## config.mk

```make
export PLATFORM = sky130hd
export DESIGN_NAME = cp0_exception_unit
export DESIGN_NICKNAME = d
export VERILOG_FILES = /design/src/rtl/cp0_exception_unit.sv
export SDC_FILE = /design/constraint.sdc
export NUM_CORES = 1
export LEC_CHECK = 0
export CORE_AREA = 2 2 133 135
export CTS_CLUSTER_DIAMETER = 40
export CTS_CLUSTER_SIZE = 14
export DETAILED_ROUTE_END_ITERATION = 8
export DIE_AREA = 0 0 135 137
export DONT_BUFFER_PORTS = 1
export GPL_TIMING_DRIVEN = 0
export PLACE_DENSITY = 0.76
export SYNTH_ARGS = -nofsm -noshare
export SYNTH_HDL_FRONTEND = slang
export SYNTH_SLANG_ARGS = --single-unit
```

## constraint.sdc

```tcl
create_clock -name clk -period 6.18 [get_ports clk]
set_input_delay 0.309 -clock clk [delete_from_list [all_inputs] [get_ports clk]]
set_output_delay 0.309 -clock clk [all_outputs]
set_load 0.05 [all_outputs]
```

## src/rtl/cp0_exception_unit.sv

```systemverilog
`default_nettype none
// ============================================================================
// cp0_exception_unit : CP0 register file, COUNT/COMPARE timer and precise
//                      exception / ERET redirect control at pipeline commit.
// Revision: 1.0
// ============================================================================
module cp0_exception_unit #(
    parameter logic [31:0] EXC_VECTOR = 32'hbfc00380
) (
    input  logic        clk,
    input  logic        resetn,
    input  logic        cm_valid,
    input  logic [31:0] cm_pc,
    input  logic        cm_bd,
    input  logic        cm_interrupt,
    input  logic        cm_inst_addr_err,
    input  logic        cm_no_inst,
    input  logic        cm_syscall,
    input  logic        cm_break,
    input  logic        cm_ov,
    input  logic        cm_load_addr_err,
    input  logic        cm_store_addr_err,
    input  logic [31:0] cm_data_addr,
    input  logic        cm_eret,
    input  logic        cm_mtc0,
    input  logic [4:0]  cm_cp0_addr,
    input  logic [31:0] cm_wdata,
    input  logic [5:0]  hw_int,
    output logic [31:0] cp0_status,
    output logic [31:0] cp0_cause,
    output logic [31:0] cp0_compare,
    output logic [31:0] cp0_count,
    output logic [31:0] cp0_epc,
    output logic [31:0] cp0_badvaddr,
    output logic        int_req,
    output logic        flush,
    output logic [31:0] flush_pc
);

    localparam logic [4:0] C_ADDR_COUNT   = 5'd9;
    localparam logic [4:0] C_ADDR_COMPARE = 5'd11;
    localparam logic [4:0] C_ADDR_STATUS  = 5'd12;
    localparam logic [4:0] C_ADDR_CAUSE   = 5'd13;
    localparam logic [4:0] C_ADDR_EPC     = 5'd14;

    localparam logic [4:0] C_EXC_INT  = 5'd0;
    localparam logic [4:0] C_EXC_ADEL = 5'd4;
    localparam logic [4:0] C_EXC_ADES = 5'd5;
    localparam logic [4:0] C_EXC_SYS  = 5'd8;
    localparam logic [4:0] C_EXC_BP   = 5'd9;
    localparam logic [4:0] C_EXC_RI   = 5'd10;
    localparam logic [4:0] C_EXC_OV   = 5'd12;

    localparam logic [1:0] C_BAD_NONE = 2'd0;
    localparam logic [1:0] C_BAD_PC   = 2'd1;
    localparam logic [1:0] C_BAD_DATA = 2'd2;

    logic [7:0]  r_im;
    logic        r_exl;
    logic        r_ie;
    logic        r_bd;
    logic        r_ti;
    logic [5:0]  r_ip_hw;
    logic [1:0]  r_ip_sw;
    logic [4:0]  r_exccode;
    logic [31:0] r_compare;
    logic [31:0] r_count;
    logic [31:0] r_epc;
    logic [31:0] r_badvaddr;
    logic        r_tick;

    logic        w_exc;
    logic        w_eret;
    logic        w_mtc0;
    logic [4:0]  w_exccode;
    logic [1:0]  w_bad_sel;
    logic        w_wr_status;
    logic        w_wr_cause;
    logic        w_wr_compare;
    logic        w_wr_count;
    logic        w_wr_epc;
    logic [31:0] w_count_next;
    logic        w_ti_next;

    assign w_exc = cm_valid & (cm_interrupt | cm_inst_addr_err | cm_no_inst | cm_syscall |
                               cm_break | cm_ov | cm_load_addr_err | cm_store_addr_err);
    assign w_eret = cm_valid & cm_eret & ~w_exc;
    // An excepting instruction never retires, so its MTC0 is dropped.
    assign w_mtc0 = cm_valid & cm_mtc0 & ~w_exc;

    assign w_wr_status  = w_mtc0 & (cm_cp0_addr == C_ADDR_STATUS);
    assign w_wr_cause   = w_mtc0 & (cm_cp0_addr == C_ADDR_CAUSE);
    assign w_wr_compare = w_mtc0 & (cm_cp0_addr == C_ADDR_COMPARE);
    assign w_wr_count   = w_mtc0 & (cm_cp0_addr == C_ADDR_COUNT);
    assign w_wr_epc     = w_mtc0 & (cm_cp0_addr == C_ADDR_EPC);

    always_comb begin
        w_exccode = C_EXC_INT;
        w_bad_sel = C_BAD_NONE;
        if (cm_interrupt) begin
            w_exccode = C_EXC_INT;
        end else if (cm_inst_addr_err) begin
            w_exccode = C_EXC_ADEL;
            w_bad_sel = C_BAD_PC;
        end else if (cm_no_inst) begin
            w_exccode = C_EXC_RI;
        end else if (cm_ov) begin
            w_exccode = C_EXC_OV;
        end else if (cm_syscall) begin
            w_exccode = C_EXC_SYS;
        end else if (cm_break) begin
            w_exccode = C_EXC_BP;
        end else if (cm_load_addr_err) begin
            w_exccode = C_EXC_ADEL;
            w_bad_sel = C_BAD_DATA;
        end else if (cm_store_addr_err) begin
            w_exccode = C_EXC_ADES;
            w_bad_sel = C_BAD_DATA;
        end
    end

    always_comb begin
        w_count_next = r_count;
        if (w_wr_count) begin
            w_count_next = cm_wdata;
        end else if (r_tick) begin
            w_count_next = r_count + 32'd1;
        end
    end

    // TI matches on the value COUNT is about to take; a COMPARE write clears it outright.
    assign w_ti_next = w_wr_compare ? 1'b0
                     : (r_ti | ((w_count_next == r_compare) && (r_compare != 32'd0)));

    always_ff @(posedge clk) begin
        if (!resetn) begin
            r_im       <= 8'd0;
            r_exl      <= 1'b0;
            r_ie       <= 1'b0;
            r_bd       <= 1'b0;
            r_ti       <= 1'b0;
            r_ip_hw    <= 6'd0;
            r_ip_sw    <= 2'd0;
            r_exccode  <= 5'd0;
            r_compare  <= 32'd0;
            r_count    <= 32'd0;
            r_epc      <= 32'd0;
            r_badvaddr <= 32'd0;
            r_tick     <= 1'b0;
        end else begin
            r_tick  <= w_wr_count ? 1'b0 : ~r_tick;
            r_count <= w_count_next;
            r_ti    <= w_ti_next;
            r_ip_hw <= {hw_int[5] | w_ti_next, hw_int[4:0]};

            if (w_wr_status) begin
                r_im <= cm_wdata[15:8];
                r_ie <= cm_wdata[0];
            end
            if (w_exc) begin
                r_exl <= 1'b1;
            end else if (w_eret) begin
                r_exl <= 1'b0;
            end else if (w_wr_status) begin
                r_exl <= cm_wdata[1];
            end

            if (w_wr_cause) begin
                r_ip_sw <= cm_wdata[9:8];
            end
            if (w_wr_compare) begin
                r_compare <= cm_wdata;
            end

            if (w_exc) begin
                r_exccode <= w_exccode;
                if (!r_exl) begin
                    r_epc <= cm_bd ? (cm_pc - 32'd4) : cm_pc;
                    r_bd  <= cm_bd;
                end
            end else if (w_wr_epc) begin
                r_epc <= cm_wdata;
            end

            if (w_exc && (w_bad_sel == C_BAD_PC)) begin
                r_badvaddr <= cm_pc;
            end else if (w_exc && (w_bad_sel == C_BAD_DATA)) begin
                r_badvaddr <= cm_data_addr;
            end
        end
    end

    assign cp0_status   = {9'd0, 1'b1, 6'd0, r_im, 6'd0, r_exl, r_ie};
    assign cp0_cause    = {r_bd, r_ti, 14'd0, r_ip_hw, r_ip_sw, 1'b0, r_exccode, 2'b00};
    assign cp0_compare  = r_compare;
    assign cp0_count    = r_count;
    assign cp0_epc      = r_epc;
    assign cp0_badvaddr = r_badvaddr;

    assign int_req  = r_ie & ~r_exl & (|({r_ip_hw, r_ip_sw} & r_im));
    assign flush    = resetn & (w_exc | w_eret);
    assign flush_pc = w_eret ? r_epc : EXC_VECTOR;

endmodule
`default_nettype wire

```

==> run_results.csv <==
group,metric,value,unit
outcome,status,"completed",
logic_synthesis,synth_cell_types,63,
grt,overflow,0,
setup_path,r2r_start,"cp0_count[2]",
sta,setup_viol,0,
floorplanning,die_x,135,um
sta,hold_violations,0,
clock_tree,path_clk_slew,0.06,ns
sta,final_max_slew_viol_count,0,
min_path,holdPathEnd,"cp0_compare[16]",
clock_tree,clockRootBuffer,"clkbuf_16",
sta,whs,0.00832,ns
logic_synthesis,synth-simple-area-share,27.3,%
setup_path,crit_cells,10,
logic_synthesis,synth_area,8470,sq um
layout,final_cell_mix,"153 x dfxtp_1, 151 x nor2_1, 124 x nand2_1, 87 x a21oi_1, 63 x clkbuf_1",
drt,via_per_inst,6.22,
setup_path,path_cells,"nand4_1, clkbuf_1, nor4_1, nand3_1, xor2_1, o221ai_1, or4_1, o31ai_1, nand4_1, o21ai_1",
logic_synthesis,synth_area_per_cell,7.84,sq um
grt,grt_max_degree,17,
setup_path,crit_path_start_kind,"flip-flop",
logic_synthesis,synth_warnings,0,
clock_tree,cts_tree,"yes",
job,drv_cap,0,
place,routabilityCongestion,0.944,
clock_tree,clk_latency,0.44,ns
clock_tree,cts_sinks,153,
drt,drc,0,
logic_synthesis,ys.flop_type,"dfxtp_1",
layout,instances_no_fill,1382,
min_path,hold_start,"cm_wdata[16]",
logic_synthesis,synth_edf_count,0,
drt,drt-pass1-iter-count,5,
power,p_leak,0.00338,uW
setup_path,slowest_delay,0.92,ns
grt,antenna_found_initial,1,
grt,grt_pass1_vias,7966,
clock_tree,cts-htree-levels,4,
logic_synthesis,syn-instance-count,1081,
min_path,hold_class,"primary input to flip-flop",
layout,layout_commonest_cell,"dfxtp_1",
place,dpl.cell_count,1344,
sta,tightest_slew,1.25,ns
sta,slew_headroom,15.8,%
setup_path,critPathKind,"flip-flop to flip-flop",
power,vdd_drop_max,0.000216,V
clock_tree,cts_resized,0,
sta,fmax,238,MHz
logic_synthesis,synth-seq-cells,153,
setup_path,r2r_cells,10,
logic_synthesis,post_synth_mux_area_share,1.42,%
logic_synthesis,synth_top_family_by_area,"simple AND/OR/NAND/NOR gates",
place,port_buffers,0,
power,p_per_area,251,nW/um^2
floorplanning,rows,48,
setup_path,critPathSlowestCell,"nor4_1",
drt,wire_per_inst,23.4,um
setup_path,reg2reg_slack,1.98,ns
layout,fillers,1613,
logic_synthesis,synth_xor_xnor_area_share,8.43,%
layout,final_layout_size_suffix_gt1_share,7.44,%
grt,grt.total_usage,33.7,%
drt,antenna_left,0,
logic_synthesis,yosysSeqAreaShare,36.2,%
floorplanning,die_h,137,um
setup_path,worstPathArrival,4.57,ns
sta,tns,0,ns
floorplanning,ios,347,
place,dp_hpwl,25000,um
logic_synthesis,synth_compound_area_share,18.7,%
setup_path,crit_buf_inv,1,
drt,drtIter0Drc,912,
setup_path,regToRegEndpoint,"r_ip_hw[5]",
setup_path,cp-end-kind,"flip-flop",
layout,finalInstanceArea,9530,sq um
sta,rsz0062_at_grt,"false",
logic_synthesis,async_flop_share,0,%
min_path,min_path_cells,2,
floorplanning,initial_core_util,49.7,%
clock_tree,cts_buffer_depth,2,
setup_path,required,6.55,ns
grt,grt_pass1_wl,46400,um
setup_path,cp_max_fo,10,
drt,totalWireLength,32400,um
floorplanning,core_area,17100,sq um
logic_synthesis,synth_fa_ha_area_share,0.295,%
layout,nNetsFinal,1267,
setup_path,crit_top_cell,"nand4_1",
sta,period_share,68.0,%
setup_path,critical_path.top_delay_family,"simple AND/OR/NAND/NOR gates",
clock_tree,cts_buffers,17,
floorplanning,dieArea,18500,sq um
layout,syn_to_final_growth,12.5,%
drt,vias,8592,
sta,fin_worst_skew,0.00746,ns
place,placed_area,8910,sq um
sta,min_period,4.20,ns
[power breakdown]
part	internal, uW	leakage, uW	switching [uW]	total, uW
combinational	74.4	0.00185	155	229
sequential	1010	0.00124	118	1130
clock	609	0.000283	425	1030
[layout make-up]
class	count	area, sq um	area share (%)
Antenna cell	1	2.50	0.0263
Multi-Input combinational cell	839	4920	51.6
Buffer	108	573	6.01
Sequential cell	153	3060	32.1
Inverter	19	71.3	0.748
Timing Repair Buffer	6	60.1	0.630
Clock inverter	9	98.8	1.04
Tap cell	225	282	2.95
Clock buffer	22	464	4.87
[cells in the mapped netlist (4+ instances only)]
cell      count  area share (%)
a222oi_1     33             3.9
nand4_1      24             1.8
nand2_1     124             5.5
nand3_1      22             1.3
a211oi_1     48             4.3
o21ai_0      12            0.71
mux2i_1      12             1.4
nor2_1      151             6.7
nor3b_1       5            0.44
or4_1        10            0.89
o31ai_1       5            0.44
o21ai_1       5            0.30
nor4_1       23             1.7
nor3_1       25             1.5
or3_1        23             1.7
a21oi_1      87             5.1
a311oi_1      4            0.41
xor2_1       27             2.8
buf_4        44             3.9
a22oi_1       4            0.35
and2_1       28             2.1
nand2b_1      7            0.52
xnor2_1      52             5.4
clkbuf_1     60             2.7
inv_1        18            0.80
dfxtp_1     153              36
nor2b_1       7            0.52
and3_1        8            0.59
[metrics by stage]
step	utilization, %	setup WS [ns]	total power [uW]
detailed placement	52.2	2.08	1370
finish	55.9	1.98	2390
global route	55.9	1.78	2450
CTS	55.9	2.06	2380
floorplan	-	2.98	1320
global placement	52.1	2.11	1370
[worst max path at each step]
stage | slack [ns] | end | startpoint
floorplan | 2.98 | r_ip_hw[5] | cp0_count[2]
finish | 1.98 | r_ip_hw[5] | cp0_count[2]
global placement | 2.11 | r_ip_hw[5] | cp0_count[3]
CTS | 2.06 | r_ip_hw[5] | cp0_count[2]
detailed placement | 2.08 | r_ip_hw[5] | cp0_count[2]
global route | 1.78 | r_ip_hw[5] | cp0_count[2]
[per-layer routing]
metal  wire length (um)  GRT usage, %  vias to the layer above
met2              15100          55.3                      560
li1                   -             -                     3935
met5                 13             0                        -
met3               3770          11.1                      121
met4               1680          18.3                        2
met1              11800          39.0                     3974
[cells by family (layout without fill, tap and decap cells)]
logic type	after synthesis	after routing
AOI/OAI and AO/OA	230	230
xor gates and xnor gates	80	80
adders and majority gates	2	2
buffers and inverters	127	164
DFF	153	153
muxes	12	12
other	2	41
and+or+nand+nor	475	475
[flip-flops by register name, indices dropped and copies added, names as in the netlist]
signal / flops
cp0_badvaddr: 32
r_exccode: 4
r_bd: 1
r_exl: 1
r_im: 8
r_tick: 1
r_ie: 1
cp0_compare: 32
r_ip_sw: 2
cp0_count: 32
cp0_epc: 32
r_ti: 1
r_ip_hw: 6
[timing repair]
| action | CTS | global route |
|---|---|---|
| buffers inserted | 0 | 0 |
| endpoints found under the hold margin | 7 | 0 |
| hold buffers | 6 | 0 |
No activity file was read; power rests on OpenSTA's default activity.
